## src/rtl/ct_idu_rf_prf_gated_preg_mp.sv

```systemverilog
// Physical register file entry with its own allocate/writeback/release FSM.
// The data register and the control flops sit on separate gated copies of
// forever_cpuclk so an idle entry burns no clock power.
// Build option: define CT_IDU_PREG_WB_CHK_EN to add the sticky writeback
// protocol checker (x_wb_err); otherwise x_wb_err is tied low.

// Latch-based clock gate: enable is captured while the clock is low so the
// gated clock cannot glitch.
module gated_clk_cell (
  input  logic clk_in,
  input  logic global_en,
  input  logic module_en,
  input  logic local_en,
  input  logic external_en,
  input  logic pad_yy_icg_scan_en,
  output logic clk_out
);
  logic clk_en_d;
  logic clk_en_q;

  assign clk_en_d = (global_en & (module_en | local_en)) | external_en;

  // Transparent-low enable latch.
  always_latch begin
    if (!clk_in) clk_en_q <= clk_en_d;
  end

  assign clk_out = clk_in & (clk_en_q | pad_yy_icg_scan_en);
endmodule

// state | meaning
// FREE  | entry not owned by any rename mapping
// ALLOC | allocated by rename, value not yet written back
// READY | allocated and holding a written-back value
module ct_idu_rf_prf_gated_preg_mp #(
  parameter int DATA_WIDTH = 64,
  parameter int WB_PORTS   = 3
) (
  input  logic                           forever_cpuclk,
  input  logic                           cpurst,
  input  logic                           cp0_yy_clk_en,
  input  logic                           cp0_idu_icg_en,
  input  logic                           pad_yy_icg_scan_en,
  input  logic                           x_alloc_vld,
  input  logic                           x_dealloc_vld,
  input  logic [WB_PORTS-1:0]            x_wb_vld,
  input  logic [WB_PORTS*DATA_WIDTH-1:0] x_wb_data,
  output logic [DATA_WIDTH-1:0]          x_reg_dout,
  output logic [DATA_WIDTH-1:0]          x_bypass_dout,
  output logic                           x_rdy,
  output logic                           x_busy,
  output logic                           x_wb_err
);
  typedef enum logic [1:0] {
    FREE  = 2'd0,
    ALLOC = 2'd1,
    READY = 2'd2
  } state_t;

  state_t                  state_q, state_d;
  logic                    rdy_q, busy_q;
  logic [DATA_WIDTH-1:0]   reg_q;
  logic [DATA_WIDTH-1:0]   wb_sel_data;
  logic                    wb_any;
  logic                    data_local_en;
  logic                    ctrl_local_en;
  logic                    data_clk;
  logic                    ctrl_clk;

  assign wb_any = |x_wb_vld;

  // Writeback mux: lowest-index valid port wins.
  always_comb begin
    wb_sel_data = '0;
    for (int i = WB_PORTS - 1; i >= 0; i--) begin
      if (x_wb_vld[i]) wb_sel_data = x_wb_data[i*DATA_WIDTH +: DATA_WIDTH];
    end
  end

  // cpurst is part of both enables so reset always reaches the gated flops.
  assign data_local_en = wb_any | cpurst;
  assign ctrl_local_en = x_alloc_vld | x_dealloc_vld | wb_any | cpurst;

  gated_clk_cell u_data_gcc (
    .clk_in             (forever_cpuclk),
    .global_en          (cp0_yy_clk_en),
    .module_en          (cp0_idu_icg_en),
    .local_en           (data_local_en),
    .external_en        (1'b0),
    .pad_yy_icg_scan_en (pad_yy_icg_scan_en),
    .clk_out            (data_clk)
  );

  gated_clk_cell u_ctrl_gcc (
    .clk_in             (forever_cpuclk),
    .global_en          (cp0_yy_clk_en),
    .module_en          (cp0_idu_icg_en),
    .local_en           (ctrl_local_en),
    .external_en        (1'b0),
    .pad_yy_icg_scan_en (pad_yy_icg_scan_en),
    .clk_out            (ctrl_clk)
  );

  // Data register: capture selected writeback data in any state.
  always_ff @(posedge data_clk) begin
    if (cpurst)      reg_q <= '0;
    else if (wb_any) reg_q <= wb_sel_data;
  end

  // Next-state: alloc wins only from FREE or when paired with dealloc;
  // otherwise an alloc to a live entry leaves it untouched.
  always_comb begin
    state_d = state_q;
    if (x_alloc_vld) begin
      if (state_q == FREE || x_dealloc_vld) state_d = ALLOC;
    end else begin
      case (state_q)
        ALLOC: begin
          if (x_dealloc_vld) state_d = FREE;
          else if (wb_any)   state_d = READY;
        end
        READY: if (x_dealloc_vld) state_d = FREE;
        default: state_d = state_q;
      endcase
    end
  end

  // State register with registered status outputs.
  always_ff @(posedge ctrl_clk) begin
    if (cpurst) begin
      state_q <= FREE;
      rdy_q   <= 1'b0;
      busy_q  <= 1'b0;
    end else begin
      state_q <= state_d;
      rdy_q   <= (state_d == READY);
      busy_q  <= (state_d == ALLOC) || (state_d == READY);
    end
  end

`ifdef CT_IDU_PREG_WB_CHK_EN
  logic wb_err_q;
  logic wb_err_set;

  assign wb_err_set = ($countones(x_wb_vld) > 1)
                    | (wb_any & (state_q == FREE) & ~x_alloc_vld)
                    | (wb_any & (state_q == READY));

  // Sticky protocol error, cleared only by reset.
  always_ff @(posedge ctrl_clk) begin
    if (cpurst)          wb_err_q <= 1'b0;
    else if (wb_err_set) wb_err_q <= 1'b1;
  end

  assign x_wb_err = wb_err_q;
`else
  assign x_wb_err = 1'b0;
`endif

  assign x_reg_dout    = reg_q;
  assign x_bypass_dout = wb_any ? wb_sel_data : reg_q;
  assign x_rdy         = rdy_q;
  assign x_busy        = busy_q;
endmodule

```

## config.mk

```make
export PLATFORM = sky130hd
export DESIGN_NAME = ct_idu_rf_prf_gated_preg_mp
export DESIGN_NICKNAME = d
export VERILOG_FILES = /design/src/rtl/ct_idu_rf_prf_gated_preg_mp.sv
export SDC_FILE = /design/constraint.sdc
export NUM_CORES = 1
export LEC_CHECK = 0
export BUFFER_PORTS_ARGS = -buffer_cell sky130_fd_sc_hd__buf_4
export CORE_AREA = 3 3 129 131
export DETAILED_ROUTE_END_ITERATION = 10
export DIE_AREA = 0 0 132 134
export GPL_ROUTABILITY_DRIVEN = 1
export GPL_TIMING_DRIVEN = 0
export PLACE_DENSITY = 0.56
export SYNTH_ARGS = -nofsm -noshare
export SYNTH_HDL_FRONTEND = slang
export SYNTH_HIERARCHICAL = 1
export SYNTH_SLANG_ARGS = --single-unit
```

## constraint.sdc

```tcl
create_clock -name vclk -period 2.1
set_input_delay 0.105 -clock vclk [all_inputs]
set_output_delay 0.105 -clock vclk [all_outputs]
set_load 0.05 [all_outputs]
```

==> flow_metrics.tcl <==
set metrics [dict create \
    areaGrowthSynthToFinish_pct 67.5 \
    syn_inst 542 \
    yosys_warnings 6 \
    synth_area_mm2 0.00414 \
    pwr-share-comb 0.928 \
    grt_usage 0.199 \
    synth-adder-area-share 0.0121 \
    startpoint_type "primary input" \
    tns_ns 0 \
    rsz0062_at_grt "false" \
    overflow 0 \
    end_kind "primary output" \
    drt-total-wl_mm 19.4 \
    required_ns 2.00 \
    start_util 0.263 \
    coreArea_mm2 0.0157 \
    grt_max_degree 36 \
    grt_pass1_wl_mm 28.9 \
    irDropWorstVdd_mv 0.118 \
    synth_compound_area_frac 0.330 \
    synth_largest_area_cell "dfxtp_1" \
    port_buffers 332 \
    ys_types 29 \
    antenna_found_initial 0 \
    synth_most_common_cell "nand2_1" \
    max_cap_violations 0 \
    synth-xor-area-share 0 \
    die_height_um 134 \
    synth_top_family_by_area "compound AO/OA/AOI/OAI gates" \
    postCtsSetupRepairBufs 0 \
    unclocked_pins 70 \
    synth-simple-area-share 0.257 \
    untimed_endpoints 136 \
    vias 5299 \
    setup_viol 0 \
    worst-setup-path-type "in -> out" \
    tightest_slew_ns 0.671 \
    timing.fmax_ghz 0.607 \
    ys_top_cells_by_area "dfxtp_1, a21o_1, nand2_1" \
    ys_seq_elements 70 \
    hold_buffers 0 \
    dr.pass1.iters 4 \
    utilization 0.441 \
    place_congestion 0.844 \
    synth_edf_count 0 \
    nets 1085 \
    first_iter_violations 168 \
    drv_slew 0 \
    vias_per_cell 4.85 \
    p_per_area_mw_per_mm2 243 \
    pin_count 333 \
    muxShareOfSynthArea 0 \
    synthFlopType "dfxtp_1" \
    wl_per_cell_um 17.7 \
    drc_errors 0 \
    cp_max_fo 10 \
    ant_nets 0 \
    p_int_mw 0.721 \
    hold_viol 0 \
    power_frac_clock 0 \
    grt_pass1_vias 5205 \
    seq_power_share 0.072 \
    rows 46 \
    hold_class "in -> out" \
    cts_resized 0 \
    maxSlewHeadroom 0.553 \
    swShare 0.571 \
    syn_area_per_cell_um2 7.63 \
    status "complete, no violations" \
    netlist_top_cells_count "nand2_1, dfxtp_1, a21o_1, a21oi_1" \
    die_x_um 132 \
    num_antenna_cells 0 \
    finalCritPeriodShare 0.784 \
    die_area_mm2 0.0177 \
    hpwlAfterDp_mm 15.5 \
    p_sw_mw 0.960 \
    period_minus_slack_ns 1.65 \
    crit_arrival_ns 1.54 \
    layout-drive-gt1-share 0.414 \
    synth_top_area_frac 0.329 \
    synthArstFlopShare 0 \
    p_leak_nw 3.45 \
]
[final cells by class]
type	instances	area, um^2
tap	216	270
buffer	50	250
fill	1726	8790
sequential	70	1390
multi-input combinational	421	2490
timing repair buffer	333	2510
inverter	3	11.3
[registers in the layout, summed over array words and instances (netlist names)]
register and cells:
x_reg_dout 64, state_q 2, u_ctrl_gcc/clk_en_q 1, u_data_gcc/clk_en_q 1, x_busy 1, x_rdy 1
[worst max-delay path, cell delays in order]
cell and delay [ns]:
buf_4 0.10, buf_2 0.23, buf_1 0.50, a22oi_1 0.26, nand2_1 0.13, buf_4 0.20
[through the flow]
stage / instance area [um^2] / total power [mW] / setup WS (ns) / instances / hold slack (ns)
2_1_floorplan: 4140 / 1.02 / 0.857 / 544 / 0.635
6_report: 6930 / 1.68 / 0.453 / 1093 / 0.625
3_5_place_dp: 6930 / 1.69 / 0.435 / 1093 / 0.626
5_1_grt: 6930 / 1.78 / 0.365 / 1093 / 0.644
4_1_cts: 6930 / 1.69 / 0.410 / 1093 / 0.626
3_3_place_gp: 6910 / 1.69 / 0.407 / 1092 / 0.630
[cells by family after synthesis]
group | after synthesis
compound gates | 204
simple gates | 210
other cells | 1
fa+ha+maj | 4
latches | 2
flops | 68
buf+inv | 53
[cells in the final DEF, fill, tap and decap left out, types with 3 or more instances in the layout]
cell,Yosys,final
dfxtp_1,68,68
or3_1,3,3
a22oi_1,64,64
nand3b_1,64,64
nand2b_1,4,4
ha_1,4,4
a21o_1,65,65
conb_1,1,3
buf_1,4,4
buf_4,11,343
buf_2,17,17
a21oi_1,65,65
inv_1,3,3
clkbuf_1,18,18
nand2_1,129,129
[path summary, 6_finish.rpt]
kind / cells past startpoint / slack (ns) / startpoint / endpoint
max: 6 / 0.45 / x_wb_vld[0] / x_bypass_dout[9]
min: 4 / 0.63 / x_wb_data[36] / x_bypass_dout[36]
[power groups by stage]
stage,sequential (mW),clock [mW],combinational [mW]
2_1_floorplan,0.204,0,0.819
3_3_place_gp,0.126,0,1.56
3_5_place_dp,0.121,0,1.57
4_1_cts,0.122,0,1.57
5_1_grt,0.125,0,1.66
6_report,0.122,0,1.56
[layer usage]
layer / up-vias / GRT usage / part of all wire
li1: 2601 / - / -
met1: 2434 / 0.246 / 0.40
met2: 238 / 0.364 / 0.50
met3: 26 / 0.0383 / 0.077
met4: 0 / 0.0338 / 0.022
met5: - / 0 / 0
(Power assumes the default switching activity.)
